===== src/rtl/filter_read_controller.sv =====
// Filter-scratchpad read sequencer: walks windows x filters x elements.
// Optional stall counter: FILTER_READ_CTRL_STALL_COUNT_EN.
module filter_read_controller #(
  parameter int FILTER_SIZE_REG_SIZE = 8,
  parameter int FILTER_COUNT_SIZE    = 4,
  parameter int WINDOW_COUNT_SIZE    = 8
) (
  input  logic                            clk,
  input  logic                            rst,
  input  logic                            start,
  input  logic [FILTER_SIZE_REG_SIZE-1:0] filter_size,
  input  logic [FILTER_COUNT_SIZE-1:0]    num_filters,
  input  logic [WINDOW_COUNT_SIZE-1:0]    num_windows,
  input  logic                            filter_ready,
  input  logic                            pe_ready,
  input  logic                            co_filter,
  output logic [FILTER_SIZE_REG_SIZE-1:0] filter_size_out,
  output logic                            put_filter,
  output logic                            next_filter,
  output logic                            end_of_filter,
  output logic                            read_valid,
  output logic [FILTER_COUNT_SIZE-1:0]    filter_index,
  output logic [WINDOW_COUNT_SIZE-1:0]    window_index,
  output logic                            busy,
`ifdef FILTER_READ_CTRL_STALL_COUNT_EN
  output logic                            done,
  output logic [15:0]                     stall_cycles
`else
  output logic                            done
`endif
);

  typedef enum logic [1:0] {
    S_IDLE,
    S_READ,
    S_NEXT,
    S_DONE
  } state_t;

  state_t                          r_state;
  logic [FILTER_SIZE_REG_SIZE-1:0] r_fsize;
  logic [FILTER_COUNT_SIZE-1:0]    r_nfilt;
  logic [WINDOW_COUNT_SIZE-1:0]    r_nwin;
  logic [FILTER_COUNT_SIZE-1:0]    r_fidx;
  logic [WINDOW_COUNT_SIZE-1:0]    r_widx;
  logic                            r_busy;
  logic                            r_done;
  logic                            r_next;
  logic                            r_eof;

  logic w_read;
  logic w_hs;
  logic w_last_f;
  logic w_last_w;
  logic w_zero;

  assign w_read   = (r_state == S_READ);
  assign w_hs     = w_read & filter_ready & pe_ready;
  assign w_last_f = (r_fidx == r_nfilt - FILTER_COUNT_SIZE'(1));
  assign w_last_w = (r_widx == r_nwin - WINDOW_COUNT_SIZE'(1));
  assign w_zero   = (filter_size == '0) | (num_filters == '0)
                  | (num_windows == '0);

  assign read_valid      = w_read & filter_ready;
  assign put_filter      = w_hs;
  assign next_filter     = r_next;
  assign end_of_filter   = r_eof;
  assign filter_size_out = r_fsize;
  assign filter_index    = r_fidx;
  assign window_index    = r_widx;
  assign busy            = r_busy;
  assign done            = r_done;

  always_ff @(posedge clk) begin
    if (rst) begin
      r_state <= S_IDLE;
      r_fsize <= '0;
      r_nfilt <= '0;
      r_nwin  <= '0;
      r_fidx  <= '0;
      r_widx  <= '0;
      r_busy  <= 1'b0;
      r_done  <= 1'b0;
      r_next  <= 1'b0;
      r_eof   <= 1'b0;
    end else begin
      r_done <= 1'b0;
      r_next <= 1'b0;
      r_eof  <= 1'b0;
      unique case (r_state)
        S_IDLE: begin
          if (start) begin
            r_fsize <= filter_size;
            r_nfilt <= num_filters;
            r_nwin  <= num_windows;
            r_fidx  <= '0;
            r_widx  <= '0;
            r_busy  <= 1'b1;
            if (w_zero) begin
              r_state <= S_DONE;
              r_done  <= 1'b1;
            end else begin
              r_state <= S_READ;
            end
          end
        end
        S_READ: begin
          if (w_hs && co_filter) begin
            r_state <= S_NEXT;
            r_next  <= 1'b1;
            r_eof   <= w_last_f;
          end
        end
        S_NEXT: begin
          if (!w_last_f) begin
            r_fidx  <= r_fidx + FILTER_COUNT_SIZE'(1);
            r_state <= S_READ;
          end else begin
            r_fidx <= '0;
            if (w_last_w) begin
              r_state <= S_DONE;
              r_done  <= 1'b1;
            end else begin
              r_widx  <= r_widx + WINDOW_COUNT_SIZE'(1);
              r_state <= S_READ;
            end
          end
        end
        S_DONE: begin
          r_state <= S_IDLE;
          r_busy  <= 1'b0;
        end
      endcase
    end
  end

`ifdef FILTER_READ_CTRL_STALL_COUNT_EN
  logic [15:0] r_stall;

  assign stall_cycles = r_stall;

  // Saturating count of READ cycles without a transfer.
  always_ff @(posedge clk) begin
    if (rst) begin
      r_stall <= '0;
    end else if (r_state == S_IDLE && start) begin
      r_stall <= '0;
    end else if (w_read && !w_hs && r_stall != 16'hFFFF) begin
      r_stall <= r_stall + 16'd1;
    end
  end
`endif

endmodule

===== config.mk =====
export PLATFORM = sky130hd
export DESIGN_NAME = filter_read_controller
export DESIGN_NICKNAME = d
export VERILOG_FILES = /design/src/rtl/filter_read_controller.sv
export SDC_FILE = /design/constraint.sdc
export NUM_CORES = 1
export LEC_CHECK = 0
export CORE_UTILIZATION = 50
export CTS_CLUSTER_DIAMETER = 100
export DETAILED_ROUTE_END_ITERATION = 16
export PLACE_DENSITY = 0.91
export REMOVE_ABC_BUFFERS = 1
export SLEW_MARGIN = 20
export SYNTH_ARGS = -nofsm -noshare
export SYNTH_HDL_FRONTEND = slang
export SYNTH_SLANG_ARGS = --single-unit

===== constraint.sdc =====
create_clock -name clk -period 3.6 [get_ports clk]
set_input_delay 0.72 -clock clk [delete_from_list [all_inputs] [get_ports clk]]
set_output_delay 0.72 -clock clk [all_outputs]
set_load 0.02 [all_outputs]

==> run summary <==
The total of endpoints with negative setup slack in the final report came out at 0. For flop-to-flop paths, the worst setup slack is 890 ps. After global routing the overflow that remains totals 0. The average instance area after synthesis came out at 8.09 um2. The total power consumption of the routed design came out at 1.06 mW. The residual DRC count came out at 0.

The number of endpoints with negative hold slack in the final report came to 0. The startpoint identified for the worst register-to-register timing path is r_nwin[0]$_SDFFE_PP0P_. The worst setup path is captured at a primary output.

The max-capacitance violation count is 0. The number of iterations in the first detailed-routing pass came out at 4. Final hold analysis gives a worst-case slack of 458 ps.

The number of instances in the synthesized netlist came out at roughly 250. The floorplan row count came out at 22. The ratio of total power to cell area is about 400 nW/um2. met2 is the most crowded layer. The worst setup path is launched from a primary input. Summed over all nets, the half-perimeter wirelength after detailed placement is 3.35 mm. The portion of the clock cycle consumed by the worst path in the final layout came out at 0.754. The full die area is between 4000 and 5000 um2. The min-delay analysis places its worst path in the category reg -> reg. Entering global routing, the biggest net connects 23 pins.

In the final routed layout, each cell accounts on average for 13.5 um. Setup repair after global routing left no endpoint under its margin. The number of vias after detailed routing is around 1900.

The area of the core is 3740 um2. The met3 global-route usage is 0.0729. The via count of the first global-routing pass is about 1800.

The count of different cell masters after synthesis came out at 45. The final weighted congestion in routability-driven placement came out at ~0.86. The worst-case headroom to the max-slew limit is 0.525. Measured along the x axis, the die boundary spans ~65 um. The top-level I/O count came out at 52. TritonCTS built the clock tree. The number of buffers on the longest clock path came out at 2. The post-synthesis instance area came out at 1990 um2. The final-layout setup total negative slack came out at 0 ps.

The number of max-slew violations in the final report came out at 0. The starting DRC count in detailed routing came out at between 40 and 50. At the end of the flow the core is filled with cells to 0.703. The top fanout value on the critical path is 3. The effective utilization at floorplan came out at 0.532. Input and output buffers added on the ports amount to 51. The clock skew is 7.25 ps. In the final layout, the share of cells above drive strength 1 is 0.0777. The highest clock rate came out at around 370 MHz. Clock-pin slew was measured on the worst setup and hold paths at 80 ps. The number of synthesized flops with an enable pin came out at 0. The initial antenna violation count is 0.

The class of the most critical setup path is in -> out. The wire length of the first global-routing pass came out at 7.87 mm. The number of clock buffers added by TritonCTS is 5. The CTS sink count is 38. The data arrival time at the worst-slack endpoint is 1990 ps. The met2 global-route usage is 0.428. The endpoint identified for the worst register-to-register timing path is window_index[5]$_SDFFE_PP0P_. The layout overhead on the synthesized area came out at 32.2%. The final critical delay including setup and external delays is 2710 ps. The slew at the pin closest to its max-slew limit came out at 711 ps. Among all flip-flop cells after synthesis, the most frequent one is sky130_fd_sc_hd__dfxtp_1. VDD sags by at most roughly 0.00044 V.

The instance area after placement came out at 2520 um2. The reported leakage power came out at 0.932 nW. The synthesized flop and latch total is 38. The first element of the critical path is filter_ready. The routed via count divided by cell count came out at 5.56.

The warning count from the yosys run is 0. The run finished with clean final reports. The count of nets left with antenna violations once routing finished came out at 0.

Of the synthesized area, sequential elements account for 0.382. The critical path endpoint is put_filter. After filler insertion, the fill cell instance count of the layout stands at 314. The number of antenna cells inserted came out at 0.

The die height is 65.1 um. The total detailed-routing wirelength came out at 4.66 mm. The worst register-to-register path has a depth of 8. The final standard cell area without fillers came out at 2630 um2. The startpoint identified for the worst hold timing path is filter_size_out[4]$_SDFFE_PP0P_. The final layout net count came out at roughly 330. The met1 track utilization from global routing is 0.271. The number of buffers inserted for hold repair after clock tree synthesis came out at 0. The count of H-tree levels built during CTS came out at 2. At the worst endpoint, the required time is 2880 ps. Clock tree synthesis selected as its root buffer the cell sky130_fd_sc_hd__clkbuf_8. The async set-or-reset flop fraction in the synthesized netlist is 0. The buffer count from post-CTS setup fixing came out at 0. The insertion delay to the later sink of the worst-skew pair came out at about 300 ps. The quantity of gates resized following cts came out at 0.

The global router's overall resource usage is 0.244.
worst max-delay path, stage by stage:
cell                              delay (ps)
sky130_fd_sc_hd__clkdlybuf4s50_1         490
sky130_fd_sc_hd__and3_1                  170
sky130_fd_sc_hd__clkdlybuf4s50_1         610
stage by stage:
step           std cells  worst slack [ps]
2_1_floorplan        235              1140
3_3_place_gp         336               923
3_5_place_dp         336               893
4_1_cts              344               882
5_1_grt              344               690
6_report             344               887
synth_stat cells, drive strengths merged, types with 3 or more instances:
cell type  number  share of area
clkbuf          6          0.011
nor2           12          0.024
ha              4          0.025
nor4            5          0.016
o21ai           8          0.020
dfxtp          38           0.38
nand3           7          0.018
nor3            4          0.018
xor2            6          0.026
inv             6          0.011
buf             5          0.018
xnor2          10          0.048
nor3b           3          0.016
nand4           3         0.0094
or3             9          0.028
nand2          57           0.11
a21oi          38          0.097
state kept, by name, indices dropped and copies added (netlist names):
register,count
end_of_filter,1
r_nfilt,4
filter_index,4
window_index,8
filter_size_out,8
r_nwin,8
r_state,2
done,1
next_filter,1
busy,1
cell families (layout without fill, tap and decap cells):
kind of cell / after synthesis / in the layout / synth area share
XOR/XNOR: 16 / 16 / 0.0742
AND/OR/NAND/NOR: 115 / 115 / 0.297
buffers and inverters: 17 / 67 / 0.0409
adder cells (fa/ha/maj): 4 / 4 / 0.0251
multiplexers: 2 / 2 / 0.0101
flip-flops: 38 / 38 / 0.382
AO/OA/AOI/OAI: 54 / 54 / 0.170
cell type report:
cell class	count	area, um2	area share
flip-flops and latches	38	761	0.289
inverters	6	22.5	0.00856
well taps	48	60.1	0.0228
clock inverters	3	45.0	0.0171
clock buffers	5	68.8	0.0262
multi-input cells	191	1150	0.437
repair buffers	53	526	0.200
how the worst min path moves through the flow:
stage | endpoint | depth (start not counted) | slack [ps]
after floorplan | r_nwin[7]$_SDFFE_PP0P_ | 2 | 440
after global placement | filter_size_out[6]$_SDFFE_PP0P_ | 2 | 440
final | filter_size_out[4]$_SDFFE_PP0P_ | 2 | 460
after detailed placement | filter_size_out[4]$_SDFFE_PP0P_ | 2 | 450
after CTS | filter_size_out[4]$_SDFFE_PP0P_ | 2 | 460
after global routing | filter_size_out[7]$_SDFFE_PP0P_ | 2 | 480
layer usage:
layer	part of all wire	wire [um]	vias to the layer above
li1	-	-	950
met1	0.41	1900	894
met2	0.51	2390	60
met3	0.060	279	7
met4	0.018	83	0
met5	0	0	-
cell usage in the layout, fill, tap and decap left out, types with 2 or more instances in the layout:
cell / Yosys / layout
sky130_fd_sc_hd__a21oi_1: 37 / 37
sky130_fd_sc_hd__and3_1: 2 / 2
sky130_fd_sc_hd__and3b_1: 2 / 2
sky130_fd_sc_hd__buf_4: 0 / 2
sky130_fd_sc_hd__clkbuf_8: 0 / 5
sky130_fd_sc_hd__clkdlybuf4s50_1: 0 / 51
sky130_fd_sc_hd__clkinvlp_4: 0 / 2
sky130_fd_sc_hd__dfxtp_1: 38 / 38
sky130_fd_sc_hd__ha_1: 4 / 4
sky130_fd_sc_hd__inv_1: 6 / 6
sky130_fd_sc_hd__mux2i_1: 2 / 2
sky130_fd_sc_hd__nand2_1: 57 / 57
sky130_fd_sc_hd__nand3_1: 7 / 7
sky130_fd_sc_hd__nand4_1: 3 / 3
sky130_fd_sc_hd__nor2_1: 11 / 11
sky130_fd_sc_hd__nor3_1: 2 / 2
sky130_fd_sc_hd__nor3b_2: 2 / 2
sky130_fd_sc_hd__nor4_1: 5 / 5
sky130_fd_sc_hd__o21ai_1: 7 / 7
sky130_fd_sc_hd__o31a_1: 2 / 2
sky130_fd_sc_hd__o41ai_4: 2 / 2
sky130_fd_sc_hd__or3_1: 9 / 9
sky130_fd_sc_hd__or4_1: 2 / 2
sky130_fd_sc_hd__xnor2_1: 9 / 9
sky130_fd_sc_hd__xor2_1: 6 / 6
power by group:
part / total, mW / switching, mW / leakage (nW) / internal [mW]
sequential: 0.469 / 0.0270 / 0.310 / 0.442
clock: 0.374 / 0.168 / 0.0504 / 0.206
combinational: 0.218 / 0.116 / 0.572 / 0.102
Note: power is estimated with default switching activity, not from simulation.
